**config.mk**
```make
export PLATFORM = sky130hd
export DESIGN_NAME = sigmoid_backward
export DESIGN_NICKNAME = d
export VERILOG_FILES = /design/src/rtl/nn_fixed_pkg.sv /design/src/rtl/seq_shift_add_mul.sv /design/src/rtl/sigmoid_backward.sv
export SDC_FILE = /design/constraint.sdc
export NUM_CORES = 1
export LEC_CHECK = 0
export BUFFER_PORTS_ARGS = -buffer_cell sky130_fd_sc_hd__buf_2
export CAP_MARGIN = 10
export CORE_AREA = 8 8 142 144
export CTS_CLUSTER_SIZE = 24
export DETAILED_ROUTE_END_ITERATION = 7
export DIE_AREA = 0 0 150 152
export GPL_TIMING_DRIVEN = 1
export HOLD_SLACK_MARGIN = 0.15
export PLACE_DENSITY_LB_ADDON = 0.15
export SLEW_MARGIN = 20
export SYNTH_ARGS = -nofsm -noshare
export SYNTH_HDL_FRONTEND = slang
export SYNTH_HIERARCHICAL = 1
export SYNTH_SLANG_ARGS = --single-unit
```
**constraint.sdc**
```tcl
create_clock -name clk -period 4.63 [get_ports clk]
set_clock_uncertainty 0.1 [all_clocks]
set_input_delay 0.926 -clock clk [delete_from_list [all_inputs] [get_ports clk]]
set_output_delay 0.926 -clock clk [all_outputs]
set_load 0.01 [all_outputs]
```
**src/rtl/nn_fixed_pkg.sv**
```systemverilog
// rtl/nn_fixed_pkg.sv - shared fixed-point types and constants for NN backward blocks
package nn_fixed_pkg;

  localparam int INT_BIT_DEF  = 7;
  localparam int FRAC_BIT_DEF = 8;
  localparam int M            = FRAC_BIT_DEF + 1;

  typedef enum logic [1:0] {
    IDLE,
    MUL1,
    MUL2,
    DONE
  } sigbwd_state_t;

  function automatic int unsigned one_q(input int unsigned frac_bit);
    return 32'd1 << frac_bit;
  endfunction

endpackage

```
**src/rtl/seq_shift_add_mul.sv**
```systemverilog
// rtl/seq_shift_add_mul.sv - sequential shift-add multiplier, one multiplier bit per clock, LSB first
// o_product is the running sum including the current step; it is final in the cycle o_done is high.
module seq_shift_add_mul #(
  parameter int A_W = 16,
  parameter int M_W = 9
) (
  input  logic               clk,
  input  logic               rst_n,
  input  logic               i_start,
  input  logic               i_signed,
  input  logic [A_W-1:0]     i_mcand,
  input  logic [M_W-1:0]     i_mplier,
  output logic               o_busy,
  output logic               o_done,
  output logic [A_W+M_W-1:0] o_product
);

  localparam int P_W = A_W + M_W;
  localparam int CW  = $clog2(M_W + 1);

  logic [P_W-1:0] r_mcand;
  logic [P_W-1:0] r_acc;
  logic [M_W-1:0] r_mplier;
  logic [CW-1:0]  r_cnt;
  logic           r_busy;

  logic [P_W-1:0] w_ext;
  logic [P_W-1:0] w_cur_mcand;
  logic [P_W-1:0] w_cur_acc;
  logic [P_W-1:0] w_sum;
  logic           w_cur_bit;

  // The start cycle already consumes multiplier bit 0, so a product takes exactly M_W clocks.
  assign w_ext       = i_signed ? {{M_W{i_mcand[A_W-1]}}, i_mcand} : {{M_W{1'b0}}, i_mcand};
  assign w_cur_mcand = i_start ? w_ext : r_mcand;
  assign w_cur_bit   = i_start ? i_mplier[0] : r_mplier[0];
  assign w_cur_acc   = i_start ? '0 : r_acc;
  assign w_sum       = w_cur_acc + (w_cur_bit ? w_cur_mcand : '0);

  assign o_busy    = r_busy;
  assign o_done    = r_busy && (r_cnt == CW'(M_W - 1));
  assign o_product = w_sum;

  always_ff @(posedge clk or negedge rst_n) begin
    if (!rst_n) begin
      r_acc    <= '0;
      r_mcand  <= '0;
      r_mplier <= '0;
      r_cnt    <= '0;
      r_busy   <= 1'b0;
    end else if (i_start) begin
      r_acc    <= w_sum;
      r_mcand  <= w_ext << 1;
      r_mplier <= i_mplier >> 1;
      r_cnt    <= CW'(1);
      r_busy   <= 1'b1;
    end else if (r_busy) begin
      r_acc    <= w_sum;
      r_mcand  <= r_mcand << 1;
      r_mplier <= r_mplier >> 1;
      r_cnt    <= r_cnt + CW'(1);
      if (o_done) begin
        r_busy <= 1'b0;
      end
    end
  end

endmodule

```
**src/rtl/sigmoid_backward.sv**
```systemverilog
// rtl/sigmoid_backward.sv - sigmoid backward pass: grad_out = g * s * (1 - s)
// One shared multiplier: MUL1 forms d = s*(1-s), MUL2 forms g*d.
module sigmoid_backward
  import nn_fixed_pkg::*;
#(
  parameter int INT_BIT  = INT_BIT_DEF,
  parameter int FRAC_BIT = FRAC_BIT_DEF
) (
  input  logic                        clk,
  input  logic                        rst_n,
  input  logic                        in_valid,
  output logic                        in_ready,
  input  logic [FRAC_BIT:0]           s_in,
  input  logic [INT_BIT+FRAC_BIT:0]   g_in,
  output logic                        out_valid,
  input  logic                        out_ready,
  output logic [INT_BIT+FRAC_BIT:0]   grad_out
);

  localparam int W   = INT_BIT + FRAC_BIT + 1;
  localparam int MW  = FRAC_BIT + 1;
  localparam int P_W = W + MW;
  localparam logic [MW-1:0] ONE = MW'(one_q(FRAC_BIT));

  sigbwd_state_t r_state;
  sigbwd_state_t w_state_nxt;

  logic [MW-1:0]  r_s;
  logic [MW-1:0]  r_d;
  logic [W-1:0]   r_g;
  logic [W-1:0]   r_grad;

  logic           w_start;
  logic           w_signed;
  logic [W-1:0]   w_mcand;
  logic [MW-1:0]  w_mplier;
  logic           w_busy;
  logic           w_done;
  logic [P_W-1:0] w_prod;
  logic           w_unused_prod;

  seq_shift_add_mul #(
    .A_W (W),
    .M_W (MW)
  ) u_mul (
    .clk       (clk),
    .rst_n     (rst_n),
    .i_start   (w_start),
    .i_signed  (w_signed),
    .i_mcand   (w_mcand),
    .i_mplier  (w_mplier),
    .o_busy    (w_busy),
    .o_done    (w_done),
    .o_product (w_prod)
  );

  always_ff @(posedge clk or negedge rst_n) begin
    if (!rst_n) begin
      r_state <= IDLE;
    end else begin
      r_state <= w_state_nxt;
    end
  end

  always_comb begin
    w_state_nxt = r_state;
    case (r_state)
      IDLE:    if (in_valid)  w_state_nxt = MUL1;
      MUL1:    if (w_done)    w_state_nxt = MUL2;
      MUL2:    if (w_done)    w_state_nxt = DONE;
      DONE:    if (out_ready) w_state_nxt = IDLE;
      default:                w_state_nxt = IDLE;
    endcase
  end

  always_comb begin
    in_ready  = (r_state == IDLE);
    out_valid = (r_state == DONE);
    w_start   = ((r_state == MUL1) || (r_state == MUL2)) && !w_busy;
    w_signed  = (r_state == MUL2);
    w_mcand   = (r_state == MUL2) ? r_g : W'(r_s);
    w_mplier  = (r_state == MUL2) ? r_d : (ONE - r_s);
  end

  always_ff @(posedge clk or negedge rst_n) begin
    if (!rst_n) begin
      r_s    <= '0;
      r_g    <= '0;
      r_d    <= '0;
      r_grad <= '0;
    end else begin
      if ((r_state == IDLE) && in_valid) begin
        r_s <= (s_in > ONE) ? ONE : s_in;
        r_g <= g_in;
      end
      if ((r_state == MUL1) && w_done) begin
        r_d <= w_prod[FRAC_BIT +: MW];
      end
      // Taking bits above FRAC_BIT of the signed product is the arithmetic shift (floor).
      if ((r_state == MUL2) && w_done) begin
        r_grad <= w_prod[FRAC_BIT +: W];
      end
    end
  end

  assign grad_out      = r_grad;
  assign w_unused_prod = ^{w_prod[P_W-1], w_prod[FRAC_BIT-1:0]};

endmodule

```
== Word level (Yosys, flattened, before mapping) ==
Index checks and enable logic that the tools add are counted.
Widths: inputs -> output; s select.
Storage, ports and cells
  register bits: 116
  input bits: 29
  logic and storage cells: 56
Operators by class
  $add $sub $neg: 3
  $lt $le $gt $ge: 1
  equal/unequal tests: 8
  multiplexer cells: 24
  reduce and logical (&&, ||, !) cells: 10
Operators with widths (number)
  $mux 25: 8
  $mux 9: 4
  $add 25x25->25: 1
  $mux 16: 1
  $gt 9x9->1 const B: 1
  $sub 9x9->9 const A: 1
  $mux 2: 4
  $mux 4: 2
  $pmux 2 s4: 1
  $ne 2x2->1 const B: 3
  $logic_and 1x1->1: 5
  $add 4x1->4 const B: 1
  $eq 2x2->1 const B: 2
  $eq 4x4->1 const B: 1
  $mux 1: 4
  $reduce_and 4->1: 1
  $eq 2x1->1 const B: 1
  $logic_not 2->1: 1
  $ne 2x1->1 const B: 1
  $reduce_bool 2->1: 1
  $logic_not 1->1: 1
  $logic_or 1x1->1: 1

== Longest topological paths before layout ==
  depth in word-level cells: 8
  gate-level depth with buffers: 18
  depth with buffers taken out: 15

== Modules after synthesis ==
The synthesis kept the hierarchy.
By module, submodules not included
  seq_shift_add_mul: times used 1, cells each 536, area each 4578.1 µm², sequential area each 1551.5 µm²
  sigmoid_backward: times used 1, cells each 208, area each 2468.6 µm², sequential area each 1301.2 µm²

== Least setup slack after synthesis ==
No wires, ideal clock.
  kind: flip-flop to flip-flop
  from: reg r_state[0]
  to: reg r_grad[12], in the netlist grad_out[12]
  setup time: 128 ps
  arrival time: 3785 ps
  data required time: 4402 ps
  setup slack: 617 ps
  stages on the path, launching flop included: 17
  buffers on the path: 3
  cells stage by stage: dfrtp_1 > inv_1 > ha_1 > nor2b_1 > clkbuf_1 > clkbuf_1 > clkbuf_1 > and3_1 > ha_1 > fa_1 > a211oi_1 > o21a_4 > a2111oi_2 > o31ai_1 > a21oi_1 > nor2_1 > mux2_1
Between the ends
  word-level cells in the longest chain between the ends: 6
  elaborated cells on any way between the ends: 13
  those cells by class: add/sub (1); eq/ne (2); mux (7); reduce/logical (3)
Ends and longest elaborated chain
  start, declared: line sigmoid_backward.sv:25  | sigbwd_state_t r_state;
  start signal, assigned: line sigmoid_backward.sv:61  | r_state <= w_state_nxt;
  $eq 2x1->1 / $eq 2x2->1 (equally long branches): line sigmoid_backward.sv:79  | w_start = ((r_state == MUL1) || (r_state == MUL2)) && !w_busy;
  $logic_or 1x1->1 (*): line sigmoid_backward.sv:79
  $logic_and 1x1->1 (*): line sigmoid_backward.sv:79
  named net w_start: line sigmoid_backward.sv:33  | logic w_start;
  $mux 25 / $mux 1 (equally long branches): line seq_shift_add_mul.sv:35, seq_shift_add_mul.sv:36
  $mux 25: line seq_shift_add_mul.sv:38  | assign w_sum = w_cur_acc + (w_cur_bit ? w_cur_mcand : '0);
  $add 25x25->25 (*): line seq_shift_add_mul.sv:38
  named net w_prod[20]: line sigmoid_backward.sv:39  | logic [P_W-1:0] w_prod;
  end signal, assigned: line sigmoid_backward.sv:101  | r_grad <= w_prod[FRAC_BIT +: W];
  end, declared: line sigmoid_backward.sv:31  | logic [W-1:0] r_grad;
Mark *: on every way through the listed nets, which the timed path passes. The rest lies on a longest branch.
A chain may end at the register's enable or synchronous reset.

== Worst setup path in the final report ==
  from: reg r_state[1]
  to: reg r_grad[13], in the netlist grad_out[13]
The elaborated chain is that of the path after synthesis.

==> results by group <==
Routing
  – DR vias/cell: about 5.3
  – Drt pass-1 iters: 4
  – Routed Antenna Nets: 0
  – Number of DRC markers in iteration 0: 321
  – Drt total wl: 16.77 mm
  – DRC: 0
  – Via count: approximately 5.2k
  – WL/cell: 17.20 um

Clocking
  – CTS Hold Buffers Added: 0
  – Clock Path Buffers: 2
  – Cts bufs inserted: 9
  – H-tree Lvls: 3
  – Clock sinks: approximately 110
  – CTS tree: built
  – Root buffer cell: clkbuf_16
  – Post_cts resized: 0
  – Clock transition at path regs: roughly 80 ps
  – Setup bufs post-CTS: 0
  – Clk_lat worst skew: 370 ps

Cells and area
  – Post-layout net count: 802
  – Area grow syn2layout: 10.03%
  – Fill count: 1763
  – Layout cells sized above 1: 0.1568
  – Post-route design area: roughly 0.0075 mm2
  – Final core occ: 0.4246
  – Antenna cell count: 0
  – Finished Layout Cells: 975

Outcome
  – Status: completed

Setup path
  – R2R cell count: 15
  – Crit. End Element: flop
  – R2R Setup Slk: 510 ps
  – Req. time, crit path: between 4000 and 5000 ps
  – Worst reg2reg startpoint: r_state[1]
  – Critical path launch point type: flop
  – Critical path type: flop to flop
  – RR Endpoint: grad_out[13]
  – Critical Path AT: 4260 ps
  – Crit path launch: r_state[1]
  – CP max FO: 110

Timing
  – Final setup vio count: 0
  – Fin crit share: 0.8890
  – RSZ-0062 raised after global routing: no
  – Final Hold Viols: 0
  – Setup TNS: 0 ps
  – Relative max-transition margin: 0.3998
  – Measured slew at the worst slew-check pin: ~900 ps
  – Worst hold margin: ~370 ps
  – Slew Viols, Final: 0
  – Maximum clock rate: 243.0 MHz
  – Minimum clock period: 4116 ps

Die
  – # IOs: 47
  – Die footprint: 0.02280 mm2
  – Core box area: roughly 0.018 mm2
  – Die Y: between 150 and 200 um
  – Initial core utilization: 0.3859
  – # rows: 49
  – Die X: roughly 150 um

Min path
  – Worst Hold Class: flop to flop
  – Hold_sp: u_mul/r_acc[1]
  – Hold endpoint: u_mul/r_acc[1]
  – Hold Path Depth: 2

Global route
  – Largest net degree at the start of global routing: 111
  – Vias in the first global route: 5265
  – First-pass GRT wire length: around 28 mm
  – Tot GR Track Use: 0.1520
  – Initial antenna violation count: 0
  – GR Overflow Total: 0

Yosys
  – YS warnings: 6
  – Mapped Area: 0.006860 mm2
  – Syn Nets: 782
  – Avg Synthesized Cell Area: between 9 and 10 um2
  – Mapped Cells: 721

Place
  – DP Cell Count: 959
  – Port-buffer cells: 46
  – DP HPWL: 12.19 mm
  – Placer Congestion: 0.8876
  – Placed Instance Area: 0.007261 mm2

Run
  – Max Cap Viol: 0

Power
  – P per Cell Area: 622.8 mW/mm2
  – Leakage: 0.003634 uW
  – Worst VDD drop: 0.0002453 V
[layout make-up]
class / count / area (um2) / share of cell area
Clock inverter: 7 / 60.06 / 0.007956
Multi-Input combinational cell: 550 / 3819 / 0.5059
Clock buffer: 9 / 225.2 / 0.02984
Timing Repair Buffer: 53 / 297.8 / 0.03945
Sequential cell: 112 / 2804 / 0.3715
Tap cell: 229 / 286.5 / 0.03796
Inverter: 15 / 56.30 / 0.007459
[metrics by stage]
step                power, uW  worst slack [ps]
floorplan                3325             675.3
global placement         3904             636.5
detailed placement       3942             548.2
CTS                      4734             509.0
global route             5084             180.8
finish                   4701             513.9
[critical path, cell delays in order, from the launching register on]
cell and delay [ps]:
dfrtp_1 410, inv_1 80, ha_1 300, nor2b_4 200, buf_12 340, a21boi_2 450, nor2_2 150, o21a_1 160
ha_1 350, a21oi_1 330, a21oi_1 120, a211oi_1 310, inv_1 100, a21oi_1 160, xnor2_1 80, mux2_1 290
[flip-flops by register name, summed over array words and instances (netlist names)]
name            flops
u_mul/r_acc        24
u_mul/r_mcand      23
grad_out           16
r_g                16
r_d                 9
r_s                 9
u_mul/r_mplier      8
u_mul/r_cnt         4
r_state             2
u_mul/o_busy        1
[power by group]
| part | total (uW) | switching, uW | internal (uW) |
|---|---|---|---|
| Sequential | 1620 | 271 | 1350 |
| Clock | 780 | 403 | 377 |
| Combinational | 2300 | 1340 | 961 |
| Total | 4700 | 2010 | 2690 |
[worst max-delay path by stage]
stage / endpoint / slack, ps / cells past startpoint
after global routing: grad_out[13] / 180 / 15
after floorplan: grad_out[12] / 680 / 16
final: grad_out[13] / 510 / 15
after detailed placement: grad_out[12] / 550 / 14
after global placement: grad_out[12] / 640 / 14
after CTS: grad_out[12] / 510 / 14
[cells in the final DEF (no fill, tap or decap), drive strengths merged, types with 19 or more instances in the layout]
cell,n
nand2b,28
ha,31
inv,19
mux2,53
a21oi,44
buf,53
mux2i,26
nor2,40
o21ai,51
nand2,97
dfrtp,112
nor2b,34
[routing by layer]
| metal | wire length (um) | up-vias | track usage | part of all wire |
|---|---|---|---|---|
| met2 | 7505 | 67 | 0.2268 | 0.45 |
| met5 | 0 | - | 0 | 0 |
| met3 | 422 | 14 | 0.01663 | 0.025 |
| li1 | - | 2565 | - | - |
| met4 | 258 | 0 | 0.05429 | 0.015 |
| met1 | 8580 | 2567 | 0.2215 | 0.51 |
No activity file was read; power rests on OpenSTA's default activity.
